## src/rtl/note_lane_engine.sv

```systemverilog
// Falling-note lane engine: spawns notes, advances them once per frame, scores key-press hits and misses, and flags note pixels per lane.
// Optional build macro STREAK_MULT_EN doubles the hit increment once the pre-hit streak reaches 8.
module note_lane_engine #(
    parameter int NUM_LANES      = 5,
    parameter int NOTES_PER_LANE = 4,
    parameter int NOTE_SIZE      = 16,
    parameter int SPEED          = 2,
    parameter int HIT_Y          = 440,
    parameter int HIT_WIN        = 12,
    parameter int LANE_X0        = 160,
    parameter int LANE_PITCH     = 80,
    localparam int LANE_W        = (NUM_LANES > 1) ? $clog2(NUM_LANES) : 1
) (
    input  logic                 Clk,
    input  logic                 Reset,
    input  logic                 frame_clk,
    input  logic [7:0]           keycode,
    input  logic                 spawn_valid,
    input  logic [LANE_W-1:0]    spawn_lane,
    output logic                 spawn_ready,
    input  logic [9:0]           DrawX,
    input  logic [9:0]           DrawY,
    output logic [NUM_LANES-1:0] is_note,
    output logic                 hit_pulse,
    output logic                 miss_pulse,
    output logic [15:0]          score,
    output logic [7:0]           streak
);

    localparam logic [10:0] WIN_LO    = 11'(HIT_Y - HIT_WIN);
    localparam logic [10:0] WIN_HI    = 11'(HIT_Y + HIT_WIN);
    localparam logic [10:0] STEP      = 11'(SPEED);
    localparam logic [10:0] SIZE      = 11'(NOTE_SIZE);
    localparam logic [7:0]  KEY_FIRST = 8'h1E;
    localparam logic [7:0]  KEY_LAST  = 8'(32'h1E + NUM_LANES - 1);

    logic [NUM_LANES-1:0][NOTES_PER_LANE-1:0] active;
    logic [NUM_LANES-1:0][NOTES_PER_LANE-1:0] hit_sel;
    logic [NUM_LANES-1:0][NOTES_PER_LANE-1:0] alloc_sel;
    logic [9:0]           note_y [NUM_LANES][NOTES_PER_LANE];
    logic [NUM_LANES-1:0] free_any;
    logic [NUM_LANES-1:0] pix_hit;
    logic                 fc_s1, fc_s2, fc_s3, tick;
    logic [7:0]           key_reg;
    logic                 press_pend;
    logic [LANE_W-1:0]    press_lane;
    logic                 spawn_fire, hit_any, miss_any;
    logic [7:0]           streak_next;
    logic [15:0]          score_next;

    assign tick       = fc_s2 & ~fc_s3;
    assign spawn_fire = spawn_valid & spawn_ready;

    function automatic logic [10:0] advanced(input logic [9:0] y);
        return {1'b0, y} + STEP;
    endfunction

    // Per lane: lowest free slot for allocation, lowest in-window slot for a hit, and any note falling past the window.
    always_comb begin
        logic found_hit, found_free;
        found_hit   = 1'b0;
        found_free  = 1'b0;
        hit_sel     = '0;
        alloc_sel   = '0;
        free_any    = '0;
        spawn_ready = 1'b0;
        miss_any    = 1'b0;
        for (int l = 0; l < NUM_LANES; l++) begin
            found_hit  = 1'b0;
            found_free = 1'b0;
            for (int s = 0; s < NOTES_PER_LANE; s++) begin
                if (!active[l][s] && !found_free) begin
                    alloc_sel[l][s] = 1'b1;
                    found_free      = 1'b1;
                    free_any[l]     = 1'b1;
                end
                if (press_pend && press_lane == LANE_W'(l) && active[l][s] && !found_hit &&
                    {1'b0, note_y[l][s]} >= WIN_LO && {1'b0, note_y[l][s]} <= WIN_HI) begin
                    hit_sel[l][s] = 1'b1;
                    found_hit     = 1'b1;
                end
                if (tick && active[l][s] && !hit_sel[l][s] && advanced(note_y[l][s]) > WIN_HI)
                    miss_any = 1'b1;
            end
            if (spawn_lane == LANE_W'(l))
                spawn_ready = free_any[l];
        end
    end

    // A miss clears the streak before a same-cycle hit increments it.
    always_comb begin
        logic [7:0]  base;
        logic [15:0] inc;
        logic [16:0] sum;
        hit_any = |hit_sel;
        base    = miss_any ? 8'd0 : streak;
`ifdef STREAK_MULT_EN
        inc = (base >= 8'd8) ? 16'd2 : 16'd1;
`else
        inc = 16'd1;
`endif
        sum         = {1'b0, score} + {1'b0, inc};
        streak_next = base;
        score_next  = score;
        if (hit_any) begin
            streak_next = (base == 8'hFF) ? 8'hFF : base + 8'd1;
            score_next  = sum[16] ? 16'hFFFF : sum[15:0];
        end
    end

    always_comb begin
        logic [10:0] x0, dx, dy, ny;
        pix_hit = '0;
        dx      = {1'b0, DrawX};
        dy      = {1'b0, DrawY};
        x0      = '0;
        ny      = '0;
        for (int l = 0; l < NUM_LANES; l++) begin
            x0 = 11'(LANE_X0 + l * LANE_PITCH);
            for (int s = 0; s < NOTES_PER_LANE; s++) begin
                ny = {1'b0, note_y[l][s]};
                if (active[l][s] && dx >= x0 && dx < x0 + SIZE && dy >= ny && dy < ny + SIZE)
                    pix_hit[l] = 1'b1;
            end
        end
    end

    always_ff @(posedge Clk or posedge Reset) begin
        if (Reset) begin
            fc_s1      <= 1'b0;
            fc_s2      <= 1'b0;
            fc_s3      <= 1'b0;
            key_reg    <= 8'd0;
            press_pend <= 1'b0;
            press_lane <= '0;
            active     <= '0;
            for (int l = 0; l < NUM_LANES; l++)
                for (int s = 0; s < NOTES_PER_LANE; s++)
                    note_y[l][s] <= 10'd0;
            hit_pulse  <= 1'b0;
            miss_pulse <= 1'b0;
            score      <= 16'd0;
            streak     <= 8'd0;
            is_note    <= '0;
        end else begin
            fc_s1      <= frame_clk;
            fc_s2      <= fc_s1;
            fc_s3      <= fc_s2;
            key_reg    <= keycode;
            press_pend <= (keycode >= KEY_FIRST) && (keycode <= KEY_LAST) && (keycode != key_reg);
            press_lane <= LANE_W'(keycode - KEY_FIRST);
            // A hit note is removed rather than advanced; a freshly spawned note skips this tick.
            for (int l = 0; l < NUM_LANES; l++) begin
                for (int s = 0; s < NOTES_PER_LANE; s++) begin
                    if (hit_sel[l][s]) begin
                        active[l][s] <= 1'b0;
                    end else if (tick && active[l][s]) begin
                        if (advanced(note_y[l][s]) > WIN_HI)
                            active[l][s] <= 1'b0;
                        else
                            note_y[l][s] <= note_y[l][s] + 10'(SPEED);
                    end
                    if (spawn_fire && spawn_lane == LANE_W'(l) && alloc_sel[l][s]) begin
                        active[l][s] <= 1'b1;
                        note_y[l][s] <= 10'd0;
                    end
                end
            end
            hit_pulse  <= hit_any;
            miss_pulse <= miss_any;
            streak     <= streak_next;
            score      <= score_next;
            is_note    <= pix_hit;
        end
    end

endmodule

```

## config.mk

```make
export PLATFORM = sky130hd
export DESIGN_NAME = note_lane_engine
export DESIGN_NICKNAME = d
export VERILOG_FILES = /design/src/rtl/note_lane_engine.sv
export SDC_FILE = /design/constraint.sdc
export NUM_CORES = 1
export LEC_CHECK = 0
export CORE_MARGIN = 4
export CORE_UTILIZATION = 52
export DETAILED_ROUTE_END_ITERATION = 12
export GPL_ROUTABILITY_DRIVEN = 0
export PLACE_DENSITY_LB_ADDON = 0.12
export SLEW_MARGIN = 20
export SYNTH_ARGS = -nofsm -noshare
export SYNTH_HDL_FRONTEND = slang
export SYNTH_SLANG_ARGS = --single-unit
```

## constraint.sdc

```tcl
create_clock -name Clk -period 8.45 [get_ports Clk]
set_input_delay 1.69 -clock Clk [delete_from_list [all_inputs] [get_ports Clk]]
set_output_delay 1.69 -clock Clk [all_outputs]
set_load 0.005 [all_outputs]
```

==> results of run 1 <==
-- where the power goes --
| part | internal [uW] | switching [uW] | total (uW) |
|---|---|---|---|
| clock | 802 | 532 | 1330 |
| sequential | 1430 | 479 | 1910 |
| combinational | 1310 | 1630 | 2940 |
-- worst max-delay path by stage --
stage                        from           to  slack, ps  depth (start not counted)
floorplan                   Reset    active[0]         30                          1
global placement    spawn_lane[1]  spawn_ready       2570                          7
detailed placement  spawn_lane[1]  spawn_ready       2500                          7
CTS                 spawn_lane[1]  spawn_ready       2490                          7
global route        spawn_lane[1]  spawn_ready       2290                          7
finish              spawn_lane[1]  spawn_ready       2450                          7
-- cells by family after synthesis --
logic type               after synthesis
AND/OR/NAND/NOR                      915
AO/OA/AOI/OAI                        585
adder cells (fa/ha/maj)              403
buffers and inverters                299
XOR/XNOR                             252
flip-flops                           245
multiplexers                          19
-- through the flow --
stage                     instances  hold slack (ps)  power (uW)  setup WS [ps]
final                          3390            364.8        6184           2453
after CTS                      3390            373.7        6201           2490
after global routing           3390            376.4        6790           2288
after detailed placement       3336            340.2        4818           2502
after global placement         3336            333.0        4697           2571
after floorplan                2718            331.2        4114          30.13
-- layout make-up --
type / instances / area [um^2]
inverters: 242 / 915.9
flip-flops and latches: 245 / 6131
fillers: 4031 / 18660
clock buffers: 44 / 874.6
clock inverters: 10 / 131.4
multi-input cells: 2174 / 15940
well taps: 592 / 740.7
repair buffers: 83 / 730.7
-- layout by cell type, fill, tap and decap left out, types with 68 or more instances in the layout --
cell type | Yosys | final
nand3_1 | 113 | 113
nor2_1 | 289 | 289
a21oi_1 | 96 | 96
nand2_1 | 175 | 175
xnor2_1 | 239 | 239
o21ai_0 | 161 | 161
nor3_1 | 83 | 75
ha_1 | 403 | 403
o21a_1 | 68 | 68
inv_1 | 240 | 239
dfrtp_1 | 245 | 245
-- per-layer routing --
metal | vias to the layer above | track usage | wire, um
met2 | 535 | 0.4181 | 28170
met1 | 9727 | 0.3550 | 28520
met4 | 2 | 0.08321 | 2277
li1 | 9884 | - | -
met5 | - | 0 | 12
met3 | 139 | 0.03143 | 3042
==> impl_metrics.py, run 1 <==
metrics = {
    "status": {
        "outcome": "finished, final reports clean",
    },
    "critical_path": {
        "path_buf_inv": 2,
        "cp_cell_sequence": "clkdlybuf4s50_1 -> nor3b_1 -> nand4_1 -> o22ai_1 -> nor3_1 -> o22a_1 -> clkdlybuf4s50_1",
        "regToRegSetupSlack_ps": 3320,
        "path_delay_family": "buffers and inverters",
        "end_kind": "primary output",
        "slowest_delay_ps": 710,
        "critical_path_required_ps": 6760,
        "critical_path.reg2reg.startpoint": "note_y[154]",
        "critPathMaxFanout": 9,
        "timing.rr.end": "streak[4]",
        "setup.worst_path.start_class": "primary input",
        "reg2reg_depth": 14,
        "worst_ep_arrival_time_ps": 4310,
        "criticalPathCategory": "primary input to primary output",
        "critical-path-slowest-cell": "clkdlybuf4s50_1",
        "critical_path.most_common_cell": "clkdlybuf4s50_1",
    },
    "detailed_routing": {
        "tritonroute_pass_1_iters": 6,
        "post_drt_wl_per_cell_um": 18.30,
        "drt-total-wl_um": 62020,
        "viasPerCell": 5.984,
        "dr.first_iter.drc_count": 1479,
        "detail-route-antenna-nets": 0,
        "route.vias.total": 20290,
        "drt_drc_violations_left": 0,
    },
    "sta": {
        "slew-limit-headroom": 0.3215,
        "worst-slew-pin-transition_ps": 1018,
        "sum_of_negative_setup_slack_ps": 0,
        "finalSetupViolations": 0,
        "clock-skew-final_ps": 13.83,
        "hold_viol": 0,
        "final_min_period_over_clock_period": 0.7097,
        "number_of_pins_exceeding_their_max_slew_limit_in_the_final_report": 0,
        "grt_setup_unrepaired": "false",
        "clock.fmax_ghz": 0.1668,
        "final.min_clock_period_ps": 5997,
    },
    "die": {
        "die_y_um": 218.9,
        "floorplan.initialDensity": 0.5242,
        "num_rows": 77,
        "die_w_um": 218.9,
        "fp.coreArea_mm2": 0.04412,
        "die_area_mm2": 0.04792,
        "boundaryPins": 67,
    },
    "power": {
        "leakagePower_uw": 0.01156,
        "ir_worst_vdd_uv": 224.4,
        "power_density_normalized_to_cell_area_mw_per_mm2": 242.9,
    },
    "global_route": {
        "grt_remaining_overflow": 0,
        "pin_count_of_the_biggest_net_entering_global_routing": 123,
        "global_route_wire_length_before_repair_um": 101100,
        "antenna_found_initial": 2,
        "track_usage": 0.2562,
        "first_global_vias": 19530,
    },
    "synth": {
        "most_frequent_cell_after_synthesis": "ha_1",
        "syn_nets": 3156,
        "synth_async_sr_flop_share": 1.000,
        "post_synthesis_area_per_instance_um2": 8.510,
        "seq_total_area_yosys": 0.2651,
        "post-synth-top-area-fraction": 0.2651,
        "yosys.area_share.xor_xnor": 0.09542,
        "synth-adder-area-share": 0.2180,
        "edff_count_synth": 0,
        "ys_top_cells_by_count": "ha_1, nor2_1, dfrtp_1, inv_1, xnor2_1",
        "largest_cells_by_area_after_synthesis": "dfrtp_1, ha_1, xnor2_1",
        "yosys-mux-area-fraction": 0.008871,
        "library_cell_occupying_the_most_area_in_the_post_synthesis_netlist": "dfrtp_1",
        "synth_compound_gate_area_share": 0.1693,
        "synth_top_family_by_area": "adder cells",
        "synth.ff_latch_count": 245,
        "syn-instance-count": 2718,
        "netlist_area_mm2": 0.02313,
        "synth_ff_type": "dfrtp_1",
        "synthDistinctLibCells": 78,
        "yosysWarnings": 0,
        "synth_simple_gate_area_share": 0.1946,
    },
    "min_path": {
        "hold_path_end": "fc_s2",
        "holdPathStages": 0,
        "hold_path.class": "flip-flop to flip-flop",
        "min-delay-start": "fc_s1",
    },
    "cells_and_area": {
        "nets": 3215,
        "largest_register_ffs": 180,
        "largestRegisters": "note_y x180, active x20, score x16",
        "final_util": 0.5771,
        "diodes": 0,
        "layout-area-overhead-vs-synth_pct": 10.09,
        "final_area_mm2": 0.02546,
        "largest_register": "note_y",
        "post_route_cells_drive_above_1_share": 0.05039,
    },
    "clock_network": {
        "cts_buffers": 31,
        "clk_root_buffer_cell": "clkbuf_16",
        "cts-htree-levels": 1,
        "holdBufCountCts": 0,
        "post_cts.resized_instances": 0,
        "clock_tree.buffer_depth": 3,
        "clock_insertion_delay_worst_skew_ps": 600,
        "worst_setup_hold_path_clk_slew_ps": 60,
        "postCtsSetupRepairBufs": 0,
        "clock_tree_from_tritoncts": "built",
        "clock_sinks": 245,
    },
    "job": {
        "max_cap_viol_count": 0,
    },
    "place": {
        "dp.final_hpwl_um": 43730,
        "place.port_buffers": 61,
        "dpl_cell_area_mm2": 0.02441,
    },
}
Power figures use the tool's default switching activity.
==> run 2, diff against run 1 <==
==> constraint.sdc (replaced) <==
create_clock -name Clk -period 6.15 [get_ports Clk]
set_input_delay 1.23 -clock Clk [delete_from_list [all_inputs] [get_ports Clk]]
set_output_delay 1.23 -clock Clk [all_outputs]
set_load 0.005 [all_outputs]
==> run 2 against run 1 <==
Count of clock-buffer cells in the layout grew 3. Sequential share of layout area shrank 0.27 points. Combinational power grew 37%. Critical path depth is the same. Routed wire length shrank 0.27%. Via count is essentially flat. Final cell count grew 0.38%. Highest routed layer unchanged. Non-clock buffer count grew 6. Critical endpoint unchanged. Worst hold slack is essentially flat. Design area grew 1.1%.
==> impl_metrics.py, run 2 (synthesis gave the netlist of run 1 again) <==
metrics = {
    "place": {
        "post-place-ws_ps": 1151,
        "place.port_buffers": 61,
        "dp.final_hpwl_um": 45090,
        "dp_cells": 3342,
        "dpl_cell_area_mm2": 0.02446,
    },
    "cells_and_area": {
        "final_common_cell": "ha_1",
        "nFillCells": 4031,
        "largestRegisters": "note_y x180, active x20, score x16",
        "layout-area-overhead-vs-synth_pct": 11.34,
        "layout_common_cells": "ha_1, nor2_1, dfrtp_1",
        "largest_register_ffs": 180,
        "diodes": 0,
        "final_area_mm2": 0.02575,
        "nets": 3224,
        "post_route_cells_drive_above_1_share": 0.05550,
        "post_layout_nonfiller_instances": 3403,
        "largest_register": "note_y",
    },
    "global_route": {
        "global_route_wire_length_before_repair_um": 102300,
        "track_usage": 0.2598,
        "antenna_found_initial": 2,
        "first_global_vias": 19780,
        "grt_remaining_overflow": 0,
        "pin_count_of_the_biggest_net_entering_global_routing": 161,
    },
    "sta": {
        "slew-limit-headroom": 0.2141,
        "final_min_period_over_clock_period": 0.8292,
        "hold_viol": 0,
        "number_of_pins_exceeding_their_max_slew_limit_in_the_final_report": 0,
        "setup_ws_ps": 1050,
        "sum_of_negative_setup_slack_ps": 0,
        "final.min_clock_period_ps": 5100,
        "clock.fmax_ghz": 0.1961,
        "clock-skew-final_ps": 23.43,
        "worst-slew-pin-transition_ps": 1179,
        "final.hold.worst_slack_ps": 364.5,
        "grt_setup_unrepaired": "false",
        "finalSetupViolations": 0,
    },
    "die": {
        "fp.coreArea_mm2": 0.04412,
        "die_y_um": 218.9,
        "floorplan.initialDensity": 0.5242,
        "boundaryPins": 67,
        "die_w_um": 218.9,
        "die_area_mm2": 0.04792,
        "num_rows": 77,
    },
    "critical_path": {
        "cp_cell_sequence": "clkdlybuf4s50_1 -> nor3b_1 -> nand4_1 -> o22ai_1 -> nor3_1 -> o22a_1 -> clkdlybuf4s50_1",
        "path_delay_family": "buffers and inverters",
        "end_kind": "primary output",
        "worst_ep_arrival_time_ps": 3870,
        "path_buf_inv": 2,
        "setup.worst_path.start_class": "primary input",
        "critPathMaxFanout": 9,
        "slowest_delay_ps": 720,
        "critical_path.most_common_cell": "clkdlybuf4s50_1",
        "criticalPathCategory": "primary input to primary output",
        "critical_path_required_ps": 4920,
        "critical-path-slowest-cell": "clkdlybuf4s50_1",
    },
    "clock_network": {
        "clock_sinks": 245,
        "clock_insertion_delay_worst_skew_ps": 550,
        "cts_buffers": 34,
        "clk_root_buffer_cell": "clkbuf_16",
        "postCtsSetupRepairBufs": 0,
        "holdBufCountCts": 0,
        "cts-htree-levels": 2,
        "post_cts.resized_instances": 0,
        "clock_tree.buffer_depth": 3,
        "clock_tree_from_tritoncts": "built",
        "worst_setup_hold_path_clk_slew_ps": 60,
    },
    "detailed_routing": {
        "detail-route-antenna-nets": 0,
        "drt_drc_violations_left": 0,
        "route.vias.total": 20280,
        "drt-total-wl_um": 61850,
        "viasPerCell": 5.960,
        "dr.first_iter.drc_count": 1335,
        "tritonroute_pass_1_iters": 6,
        "post_drt_wl_per_cell_um": 18.18,
    },
    "status": {
        "outcome": "finished, final reports clean",
    },
    "power": {
        "power_density_normalized_to_cell_area_mw_per_mm2": 345.2,
        "leakagePower_uw": 0.01172,
        "ir_worst_vdd_uv": 246.8,
    },
    "job": {
        "max_cap_viol_count": 0,
    },
    "min_path": {
        "hold_path.class": "flip-flop to flip-flop",
    },
}
-- run 2: cell count changes in the layout (fill, tap and decap cells not counted), moves of 3 or more --
cell / change
buf_4: +5
bufinv_16: +3
clkbuf_1: -5
clkbuf_16: +6
nor3_1: +3
nor3_2: -3
-- run 2: path summary, 6_finish.rpt --
path	start	end	slack [ps]	cells after the start
worst max-delay path	spawn_lane[1]	spawn_ready	1050	7
worst min-delay path	fc_s1	fc_s2	360	0
worst max register to register	note_y[154]	streak[4]	1360	14
worst min register to register	fc_s1	fc_s2	360	0
max in group asynchronous	Reset	note_y[198]	3690	3
min in group asynchronous	Reset	note_y[13]	1060	2
-- run 2: area by class of cell --
type,instances,area [um^2],share of cell area
clock buffer,47,1033,0.04013
clock inverter,14,222.7,0.008648
multi-input combinational,2174,15930,0.6184
tap,592,740.7,0.02876
sequential,245,6131,0.2381
inverter,242,912.1,0.03542
timing repair buffer,89,788.3,0.03061
-- run 2: power by group --
group          total, uW  leakage (uW)  switching [uW]  internal, uW
Clock               2220      0.000622             799          1420
Sequential          2630       0.00275             662          1970
Combinational       4040       0.00835            2240          1800
Total               8890        0.0117            3700          5190
-- run 2: per-layer routing --
| metal | wire, um | share of wire | up-vias | global-route usage |
|---|---|---|---|---|
| met2 | 27940 | 0.45 | 420 | 0.4202 |
| li1 | - | - | 9902 | - |
| met4 | 1962 | 0.032 | 2 | 0.08806 |
| met5 | 18 | 0.00029 | - | 0 |
| met3 | 2847 | 0.046 | 129 | 0.03074 |
| met1 | 29090 | 0.47 | 9828 | 0.3621 |
-- run 2: stage by stage --
stage | utilization | power, uW
2_1_floorplan | - | 5653
3_3_place_gp | 0.5540 | 6467
3_5_place_dp | 0.5544 | 6627
4_1_cts | 0.5829 | 8916
5_1_grt | 0.5837 | 9711
6_report | 0.5837 | 8891
